==> config.mk <==
export PLATFORM = sky130hd
export DESIGN_NAME = msg_sender
export DESIGN_NICKNAME = d
export VERILOG_FILES = /design/src/rtl/msg_sender.sv
export SDC_FILE = /design/constraint.sdc
export NUM_CORES = 1
export LEC_CHECK = 0
export CAP_MARGIN = 20
export CORE_ASPECT_RATIO = 0.8
export CORE_MARGIN = 4
export CORE_UTILIZATION = 52
export CTS_CLUSTER_SIZE = 30
export DETAILED_ROUTE_END_ITERATION = 6
export PLACE_DENSITY = 0.79
export SLEW_MARGIN = 40
export SYNTH_ARGS = -nofsm -noshare
export SYNTH_HDL_FRONTEND = slang
export SYNTH_SLANG_ARGS = --single-unit
==> constraint.sdc <==
create_clock -name clk -period 11.9 [get_ports clk]
set_input_delay 2.38 -clock clk [delete_from_list [all_inputs] [get_ports clk]]
set_output_delay 2.38 -clock clk [all_outputs]
set_load 0.01 [all_outputs]
==> src/rtl/msg_sender.sv <==
// msg_sender: streams a string from the message ROM into the UART TX byte
// interface, on behalf of two requesters.
//
// Requester 0 (command parser) has fixed priority over requester 1 (boot /
// status logic). On accept, the ROM string and length are latched. The bytes
// are then sent first-character-first. The ROM stores the last character in
// bits [7:0], so the first character sits at bits [8*len-1 -: 8].
//
// Optional feature: define MSG_CRLF_EN to append 0x0D 0x0A after every
// message, including empty ones. When it is undefined, exactly len bytes
// are sent.
//
// Parameters:
//   GUARD_CYCLES  cycles after each tx_start during which tx_busy is ignored
//
// Ports:
//   clk, rst                  clock, asynchronous active-high reset
//   req0_valid/id/ready       requester 0 handshake (higher priority)
//   req1_valid/id/ready       requester 1 handshake
//   rom_id                    id presented to the combinational string ROM
//   rom_string, rom_length    ROM data, last character in bits [7:0]
//   tx_data, tx_start         byte and one-cycle start strobe to UART TX
//   tx_busy                   UART TX busy
//   busy                      a message is in progress
//   done, done_src            one-cycle completion pulse and its requester

module msg_sender #(
    parameter int GUARD_CYCLES = 1
) (
    input  logic         clk,
    input  logic         rst,
    input  logic         req0_valid,
    input  logic [1:0]   req0_id,
    output logic         req0_ready,
    input  logic         req1_valid,
    input  logic [1:0]   req1_id,
    output logic         req1_ready,
    output logic [1:0]   rom_id,
    input  logic [255:0] rom_string,
    input  logic [4:0]   rom_length,
    output logic [7:0]   tx_data,
    output logic         tx_start,
    input  logic         tx_busy,
    output logic         busy,
    output logic         done,
    output logic         done_src
);

    typedef enum logic [2:0] {
        IDLE,
        SEND,
        WAIT,
        DONE
`ifdef MSG_CRLF_EN
        ,
        CR,
        LF
`endif
    } state_t;

    localparam logic [7:0] GUARD_INIT = 8'(GUARD_CYCLES);

    state_t         state;
    logic [255:0]   str_q;
    logic [4:0]     len_q;
    logic [4:0]     idx_q;
    logic           src_q;
    logic [1:0]     id_q;
    logic [7:0]     guard_q;
`ifdef MSG_CRLF_EN
    // 0: string characters, 1: CR has been sent, 2: LF has been sent
    logic [1:0]     tail_q;
`endif

    logic           accept0;
    logic           accept1;
    logic [4:0]     sel;
    logic [7:0]     bit_off;
    logic [7:0]     cur_byte;
    logic           last_char;

    // Acceptance is combinational, so ready pulses in the same cycle in
    // which the ROM data is captured. Port 0 always wins a tie.
    assign accept0    = (state == IDLE) && req0_valid;
    assign accept1    = (state == IDLE) && !req0_valid && req1_valid;
    assign req0_ready = accept0;
    assign req1_ready = accept1;

    // The first character is the most significant occupied byte, so the
    // byte index counts down from len-1 as idx counts up.
    assign sel       = len_q - 5'd1 - idx_q;
    assign bit_off   = {sel, 3'b000};
    assign cur_byte  = str_q[bit_off +: 8];
    // Compare before incrementing, so a length of 31 never wraps idx.
    assign last_char = (idx_q == len_q - 5'd1);

    // While idle, the ROM sees the id of whichever request would win. After
    // accept it sees the latched id, so the ROM output stays stable for
    // the whole message.
    always_comb begin
        rom_id = id_q;
        if (state == IDLE) begin
            rom_id = req0_valid ? req0_id : req1_id;
        end
    end

    // Main sequencer. tx_start and done default low, so each one is a
    // single-cycle pulse. tx_data is written only when a byte is issued,
    // so it holds its value until the next tx_start.
    always_ff @(posedge clk or posedge rst) begin
        if (rst) begin
            state    <= IDLE;
            str_q    <= '0;
            len_q    <= '0;
            idx_q    <= '0;
            src_q    <= 1'b0;
            id_q     <= '0;
            guard_q  <= '0;
            tx_data  <= '0;
            tx_start <= 1'b0;
            busy     <= 1'b0;
            done     <= 1'b0;
            done_src <= 1'b0;
`ifdef MSG_CRLF_EN
            tail_q   <= '0;
`endif
        end else begin
            tx_start <= 1'b0;
            done     <= 1'b0;
            case (state)
                IDLE: begin
                    if (accept0 || accept1) begin
                        str_q <= rom_string;
                        len_q <= rom_length;
                        idx_q <= '0;
                        src_q <= accept1;
                        id_q  <= rom_id;
                        busy  <= 1'b1;
`ifdef MSG_CRLF_EN
                        tail_q <= 2'd0;
                        state  <= (rom_length != 5'd0) ? SEND : CR;
`else
                        state  <= (rom_length != 5'd0) ? SEND : DONE;
`endif
                    end
                end
                SEND: begin
                    if (!tx_busy) begin
                        tx_data  <= cur_byte;
                        tx_start <= 1'b1;
                        guard_q  <= GUARD_INIT;
                        state    <= WAIT;
                    end
                end
                WAIT: begin
                    // The TX raises busy only some cycles after tx_start.
                    // Do not trust its idle level until the guard expires.
                    if (guard_q != 8'd0) begin
                        guard_q <= guard_q - 8'd1;
                    end else if (!tx_busy) begin
`ifdef MSG_CRLF_EN
                        case (tail_q)
                            2'd0: begin
                                idx_q <= idx_q + 5'd1;
                                state <= last_char ? CR : SEND;
                            end
                            2'd1:    state <= LF;
                            default: state <= DONE;
                        endcase
`else
                        idx_q <= idx_q + 5'd1;
                        state <= last_char ? DONE : SEND;
`endif
                    end
                end
`ifdef MSG_CRLF_EN
                CR: begin
                    if (!tx_busy) begin
                        tx_data  <= 8'h0D;
                        tx_start <= 1'b1;
                        guard_q  <= GUARD_INIT;
                        tail_q   <= 2'd1;
                        state    <= WAIT;
                    end
                end
                LF: begin
                    if (!tx_busy) begin
                        tx_data  <= 8'h0A;
                        tx_start <= 1'b1;
                        guard_q  <= GUARD_INIT;
                        tail_q   <= 2'd2;
                        state    <= WAIT;
                    end
                end
`endif
                DONE: begin
                    done     <= 1'b1;
                    done_src <= src_q;
                    busy     <= 1'b0;
                    state    <= IDLE;
                end
                default: state <= IDLE;
            endcase
        end
    end

endmodule

After elaboration in Yosys (flattened, before gate mapping)
Cells that the tools add are included.
{"block": "word_totals", "register_bits": 292, "in_bits": 270, "wordCells": 65}
{"block": "classes", "n_addsub": 4, "eq_ne": 9, "n_shift": 1, "n_mux": 21, "bitwise_logic": 1, "n_reduce_logical": 17}
{"op": "indexed part select 256 x 9 -> 8 bit", "count": 1}
{"op": "two-way mux 8 bit", "count": 2}
{"op": "one-hot mux 8 bit (2 select lines)", "count": 1}
{"op": "two-way mux 5 bit", "count": 3}
{"op": "two-way mux 3 bit", "count": 4}
{"op": "one-hot mux 5 bit (2 select lines)", "count": 1}
{"op": "one-hot mux 3 bit (3 select lines)", "count": 1}
{"op": "two-way mux 2 bit", "count": 4}
{"op": "!= test 2 bit, second input constant", "count": 4}
{"op": "AND reduction 4 bit", "count": 2}
{"op": "nonzero test 8 bit", "count": 1}
{"op": "subtractor 8 x 1 -> 8 bit, second input constant", "count": 1}
{"op": "equality test 3 x 2 -> 1 bit, second input constant", "count": 2}
{"op": "AND reduction 2 bit", "count": 3}
{"op": "nonzero test 2 bit", "count": 3}
{"op": "adder 5 x 1 -> 5 bit, second input constant", "count": 1}
{"op": "equality test 5 bit", "count": 1}
{"op": "nonzero test 5 bit", "count": 1}
{"op": "subtractor 5 x 1 -> 5 bit, second input constant", "count": 1}
{"op": "subtractor 5 bit", "count": 1}
{"op": "two-way mux 1 bit", "count": 4}
{"op": "equality test 3 x 1 -> 1 bit, second input constant", "count": 1}
{"op": "logical AND 1 bit", "count": 3}
{"op": "logical NOT 3 bit", "count": 1}
{"op": "6 further kinds", "count": 6}

Longest topological paths before layout
Gate-level depths: netlist (run 1).
{"block": "depth", "ltp_word": 6, "depth_mapped": 11, "mapped_depth_nobuf": 9}

Least setup slack after synthesis (run 1)
Ideal clock, no wire load.
{"block": "synth_path", "path_kind": "input port to output port", "startpoint": "input req0_valid", "endpoint": "output rom_id[1]", "t_arrival_ps": 2974, "required_ps": 9520, "setup_slack_ps": 6546, "path_stages": 3, "path_buffers": 1, "path_cell_list": "clkbuf_1 mux2i_1 a21oi_1"}
{"block": "synth_between", "elab_chain_len": 2}
{"item": "start, declared", "line_no": "32", "text": "input logic req0_valid,"}
{"item": "two-way mux 2 bit", "line_no": "103", "text": "rom_id = req0_valid ? req0_id : req1_id;"}
{"item": "two-way mux 2 bit", "line_no": "102", "text": "if (state == IDLE) begin"}
{"item": "end, declared", "line_no": "38", "text": "output logic [1:0] rom_id,"}
No other way between the ends.

Final worst setup path (run 1)
Same ends and word-level chain as after synthesis.

==> results.toml, run 1 <==
[run_status]
outcome = "completed"

[power_and_ir_drop]
ir_drop_mv = 0.2786
p_leak_uw = 0.008774
power.total_uw = 5816
power.density_nw_per_um2 = 330.4

[min_path]
worst_hold_path_stage_count = 2
hp-start = "str_q[110]"
worst_hold_path.endpoint = "str_q[110]"
hp-class = "flip-flop to flip-flop"

[floorplan]
horizontal_die_dimension_um = 188.3
floorplan.initialDensity_pct = 53.15
pin_count = 286
dieArea_um2 = 28660
placeableCoreArea_um2 = 25440
floorplan.die.height_um = 152.2
std_cell_rows = 52

[cells_and_area]
finalNetCount = 1945
area.growth.synth_to_final_pct = 30.18
finish.cell_count_without_fillers = 2041
drive_above_1_share_pct = 8.407
n_fill_cell = 1915

[clock_tree]
cts_resized = 0
worstSkewPairLatency_ns = 0.55
post-cts-setup-buffer-count = 0
cts_root_buf = "sky130_fd_sc_hd__clkbuf_16"
clkTransAtPathRegs_ns = 0.06
htree_levels = 1
cts.sink_count = 291
cts_hold_buf = 0
cts-buffers-inserted = 29
cts_max_path_buffers = 3
tritoncts = "done"

[worst_setup_path]
crit_type = "primary input to output port"
cp_max_fo = 7
worstSetupEndpointType = "output port"
worst-r2r-cell-count = 9
ff2ff_setup_slack_ns = 7.70
worst_flop_to_flop_path_endpoint = "tx_data[3]"
worstReg2RegStart = "len_q[0]"
worstSetupStartpointType = "primary input"
critPathRequiredTime_ns = 9.52
endpoint_arrival_time_on_the_critical_path_ns = 3.93

[synthesis]
postSynthNetCount = 1704
postSynthCellCount = 1425
share_of_the_synthesized_area_in_the_top_cell_type_pct = 53.85
postSynthRegisterBits = 291
yosysUniqueCellTypes = 41
yosys_warnings = 0
syn_avg_cell_area_um2 = 9.489
synth_area_um2 = 13520
synth_seq_area_share_pct = 53.85
synth_top_cell_by_area = "sky130_fd_sc_hd__dfrtp_1"
yosys-top-cells-area = "sky130_fd_sc_hd__dfrtp_1 54%, sky130_fd_sc_hd__nand2_1 22%, sky130_fd_sc_hd__mux4_2 12%"

[global_route]
globalRouteTotalUtil_pct = 25.49
grt_pass1_wl_um = 59090
grt_antenna_before_repair = 0
overflow = 0
grt_max_degree = 138
grt_pass1_vias = 11068

[routing]
route.detailed.drc = 0
detailroute.via_count = 10779
postRouteWirelength_um = 36840
post_drt_wl_per_cell_um = 18.05
drt_iter0_markers = 837
ant_nets = 0
detailedRoute.firstPassIterationCount = 5
routed_via_density = 5.281

[sta]
setup_repair_after_global_routing_missed_its_margin = "no"
setup_viol_count_final = 0
max_clock_freq_ghz = 0.1585
headroom_to_the_max_slew_limit_pct = 45.80
final.setup.tns_ns = 0
tightest_slew_ns = 0.8130
post-route-worst-setup-slack_ns = 5.592
slew_violations = 0
final_period_minus_worst_setup_slack_ns = 6.308
final-hold-violation-count = 0
final_clock_period_utilization_by_the_worst_path_pct = 53.01
timing.clock.skew_ns = 0.02203

[place]
gp_congestion = 0.8612
dp_cells = 1986
dp.final_hpwl_um = 25260
dp_slack_ns = 5.595
port_buffers = 285

[flow_run]
maxCapViolations = 0
==> registers in the layout (all words and copies together) (netlist names) <==
register,cells
busy,1
done,1
done_src,1
guard_q,8
id_q,2
idx_q,5
len_q,5
src_q,1
state,2
str_q,256
tx_data,8
tx_start,1
==> per-layer routing <==
layer / part of all wire (%) / GRT usage [%] / vias to the layer above
li1: - / - / 5109
met1: 43 / 35.77 / 5199
met2: 47 / 41.29 / 411
met3: 7.7 / 5.726 / 60
met4: 2.4 / 6.001 / 0
met5: 0 / 0 / -
==> area by class of cell <==
cell class,count,area [um2],area share (%)
multi-input cells,1030,5888,33.45
well taps,351,439.2,2.495
inverters,17,76.32,0.4336
diodes,1,2.502,0.01422
clock buffers,44,852.1,4.841
clock inverters,10,92.59,0.5260
flip-flops and latches,291,7282,41.37
repair buffers,297,2969,16.87
==> critical path: stages <==
cell,delay [ns]
sky130_fd_sc_hd__clkdlybuf4s50_1,0.67
sky130_fd_sc_hd__mux2i_1,0.13
sky130_fd_sc_hd__a21oi_1,0.18
sky130_fd_sc_hd__clkdlybuf4s50_1,0.56
==> layout by cell type (no fill, tap or decap), drive strengths merged, types with 8 or more instances in the layout <==
cell type	n
nand2	789
dfrtp	291
clkdlybuf4s50	285
mux4	72
clkbuf	44
nor2	20
inv	18
and3	16
a21boi	16
o211a	16
o21ai	14
buf	12
a21oi	10
and2	8
a2111o	8
xor2	8
ha	8
==> synth_stat cells, drive strengths merged <==
cell	count
mux4	72
buf	16
nand3	2
nor4	1
xor2	8
inv	17
or4	3
fa	1
o22ai	2
a21oi	10
o211a	16
nand2b	2
nor3b	1
o311a	1
nand2	789
mux2i	2
or3	7
nand4	1
o31ai	1
o21a	1
a21o	2
xnor2	4
and3	16
o41ai	1
dfrtp	291
clkbuf	71
nor3	4
and2	8
a2111o	8
o21ai	14
o211ai	6
mux2	2
ha	8
and3b	1
a21boi	16
nor2	20
==> how the worst max path moves through the flow <==
| stage | endpoint | start | depth (start not counted) |
|---|---|---|---|
| detailed placement | rom_id[1] | req0_valid | 4 |
| global route | rom_id[1] | req0_valid | 4 |
| finish | rom_id[1] | req0_valid | 4 |
| global placement | rom_id[1] | req0_valid | 4 |
| CTS | rom_id[1] | req0_valid | 4 |
| floorplan | busy | rst | 1 |
==> stage by stage <==
step                      instance area, um2  utilization (%)  hold slack [ns]
after floorplan                        13520                -           0.4373
after global placement                 16600            65.25           0.4515
after detailed placement               16650            65.43           0.4572
final                                  17600            69.19           0.4676
after CTS                              17590            69.15           0.4727
after global routing                   17600            69.18           0.4800
==> report_power, final <==
part	leakage, uW	internal [uW]	total, uW	switching, uW
clock	0.000452	516	899	383
combinational	0.00472	1460	3180	1720
sequential	0.00360	1470	1740	268
total	0.00877	3440	5820	2370
==> logic make-up (layout without fill, tap and decap cells) <==
kind of cell	after synthesis	count (layout)	synth area share, %
other	0	1	0
multiplexers	76	76	12.33
XOR/XNOR	12	12	0.7773
adder cells (fa/ha/maj)	9	9	0.8883
AO/OA/AOI/OAI	78	78	4.414
AND/OR/NAND/NOR	855	855	24.65
buffers and inverters	104	368	3.081
flip-flops	291	291	53.85
Note: power is estimated with default switching activity, not from simulation.
==> run 2, diff against run 1 <==
Settings changed: CORE_UTILIZATION 52 to 47, PLACE_DENSITY 0.79 to 0.76.
Clock period 11.9 ns to 5.4 ns, I/O delays scaled along.
==> run 2 against run 1 <==
Compared with the run above:
- core utilization decreased by 6.4 points
- highest routed layer unchanged
- clock power grew 130%
- via count rose by 2.4%
==> results.toml, run 2 (synthesized netlist as in run 1, its figures left out) <==
[cells_and_area]
area.growth.synth_to_final_pct = 31.30
reg_top3 = "str_q: 256 flops, guard_q: 8 flops, tx_data: 8 flops"
final_util_pct = 62.77
leading_cell_type_in_the_layout_fill_and_taps_excluded = "sky130_fd_sc_hd__nand2_1"
multi_input_comb_area_um2 = 5901
ff_latch_area_um2 = 7282
finalNetCount = 1946
antenna_cells_inserted = 0
largest_register_ff_count = 256
largest-register = "str_q"
highest_count_cells_in_the_layout_ignoring_fill_and_taps = "788 x sky130_fd_sc_hd__nand2_1, 291 x sky130_fd_sc_hd__dfrtp_1, 285 x sky130_fd_sc_hd__clkdlybuf4s50_1"
n_fill_cell = 2281
drive_above_1_share_pct = 8.610

[min_path]
hp-class = "flip-flop to flip-flop"

[floorplan]
horizontal_die_dimension_um = 197.6
pin_count = 286
floorplan.die.height_um = 159.7
dieArea_um2 = 31560
std_cell_rows = 55
placeableCoreArea_um2 = 28280
floorplan.initialDensity_pct = 47.81

[routing]
routed_via_density = 5.373
ant_nets = 0
route.detailed.drc = 0
postRouteWirelength_um = 40150
detailedRoute.firstPassIterationCount = 5
post_drt_wl_per_cell_um = 19.55
drt_iter0_markers = 1041
detailroute.via_count = 11036

[sta]
setup_viol_count_final = 0
tightest_slew_ns = 0.8216
final_period_minus_worst_setup_slack_ns = 3.900
headroom_to_the_max_slew_limit_pct = 45.22
final-hold-violation-count = 0
final_clock_period_utilization_by_the_worst_path_pct = 72.21
final.setup.tns_ns = 0
max_clock_freq_ghz = 0.2564
slew_violations = 0
timing.clock.skew_ns = 0.02258
post-route-worst-setup-slack_ns = 1.500
setup_repair_after_global_routing_missed_its_margin = "no"

[place]
dp.final_hpwl_um = 29570
gp_congestion = 0.9370
port_buffers = 285
dp_slack_ns = 1.245

[clock_tree]
cts.sink_count = 291
cts_resized = 0
clkTransAtPathRegs_ns = 0.06
cts_hold_buf = 0
cts_max_path_buffers = 3
worstSkewPairLatency_ns = 0.55
post-cts-setup-buffer-count = 0
tritoncts = "done"
cts_root_buf = "sky130_fd_sc_hd__clkbuf_16"
htree_levels = 1
cts-buffers-inserted = 29

[worst_setup_path]
cpLargestDelayFamily = "simple AND/OR/NAND/NOR gates"
endpoint_arrival_time_on_the_critical_path_ns = 4.31
critPathRequiredTime_ns = 5.81
crit_type = "flip-flop to flip-flop"
worstSetupStartpointType = "flip-flop"
crit_path_cell_trace = "inv_1 > ha_1 > xor2_1 > ha_1 > and3b_1 > or3_2 > nand2_2 > mux4_2 > a2111o_1"
path_common_cell = "sky130_fd_sc_hd__ha_1"
slowest_cell_on_the_critical_path = "sky130_fd_sc_hd__or3_2"
cp_max_fo = 33
worstSetupEndpointType = "flip-flop"
critical-path-max-stage-delay_ns = 0.72
cp.buffers_inverters = 1

[power_and_ir_drop]
combinationalPowerShare_pct = 52.8
seq_power_share_pct = 31.0
p_leak_uw = 0.008834
internal_power_consumption_uw = 7770
netSwitchingFraction_pct = 39.98
power.total_uw = 12950
power.share.clock_pct = 16.2
power.density_nw_per_um2 = 729.1
switching_power_uw = 5175
ir_drop_mv = 0.5633

[global_route]
globalRouteTotalUtil_pct = 25.04
overflow = 0
grt_max_degree = 180
grt_antenna_before_repair = 0
grt_pass1_wl_um = 62370
grt_pass1_vias = 11204

[flow_run]
maxCapViolations = 0

[run_status]
outcome = "completed"
-- run 2: per-stage QoR --
step                cells  cell area [um2]  hold WS, ns
global placement     2003            16690       0.4525
CTS                  2053            17730       0.4747
global route         2054            17750       0.4856
finish               2054            17750       0.4730
detailed placement   2005            16740       0.4599
floorplan            1425            13530       0.4373
-- run 2: per-layer routing --
| layer | vias up | wire length [um] | track usage [%] |
|---|---|---|---|
| met5 | - | 0 | 0 |
| li1 | 5102 | - | - |
| met1 | 5379 | 16210 | 34.80 |
| met4 | 0 | 1372 | 7.290 |
| met3 | 82 | 3394 | 5.126 |
| met2 | 473 | 19180 | 40.38 |
-- run 2: worst reg2reg max path, cell delays in order (launching register included) --
cell and delay, ns:
sky130_fd_sc_hd__dfrtp_1 0.42, sky130_fd_sc_hd__inv_1 0.09, sky130_fd_sc_hd__ha_1 0.22, sky130_fd_sc_hd__xor2_1 0.16, sky130_fd_sc_hd__ha_1 0.42, sky130_fd_sc_hd__and3b_1 0.30
sky130_fd_sc_hd__or3_2 0.72, sky130_fd_sc_hd__nand2_2 0.37, sky130_fd_sc_hd__mux4_2 0.62, sky130_fd_sc_hd__a2111o_1 0.45
-- run 2: final cells by class --
type	instances	share of cell area, %
sequential	291	41.01
multi-input combinational	1030	33.23
timing repair buffer	298	17.20
clock buffer	40	4.884
tap	370	2.607
clock inverter	8	0.6836
inverter	17	0.3806
-- run 2: power by group through the flow --
| stage | clock network (uW) | logic (uW) | registers [uW] |
|---|---|---|---|
| 2_1_floorplan | 0 | 5100 | 3650 |
| 3_3_place_gp | 0 | 6470 | 4000 |
| 3_5_place_dp | 0 | 6750 | 4010 |
| 4_1_cts | 2120 | 6810 | 4000 |
| 5_1_grt | 2220 | 7490 | 4090 |
| 6_report | 2090 | 6840 | 4010 |
-- run 2: worst paths after layout --
kind | startpoint | endpoint | slack, ns | depth (start not counted)
min in group asynchronous | rst | str_q[10] | 0.96 | 2
hold reg to reg | str_q[60] | str_q[60] | 0.47 | 2
setup reg to reg | len_q[0] | tx_data[6] | 1.50 | 9
max in group asynchronous | rst | str_q[173] | 3.40 | 3
hold / removal | str_q[60] | str_q[60] | 0.47 | 2
setup / recovery | len_q[0] | tx_data[6] | 1.50 | 9
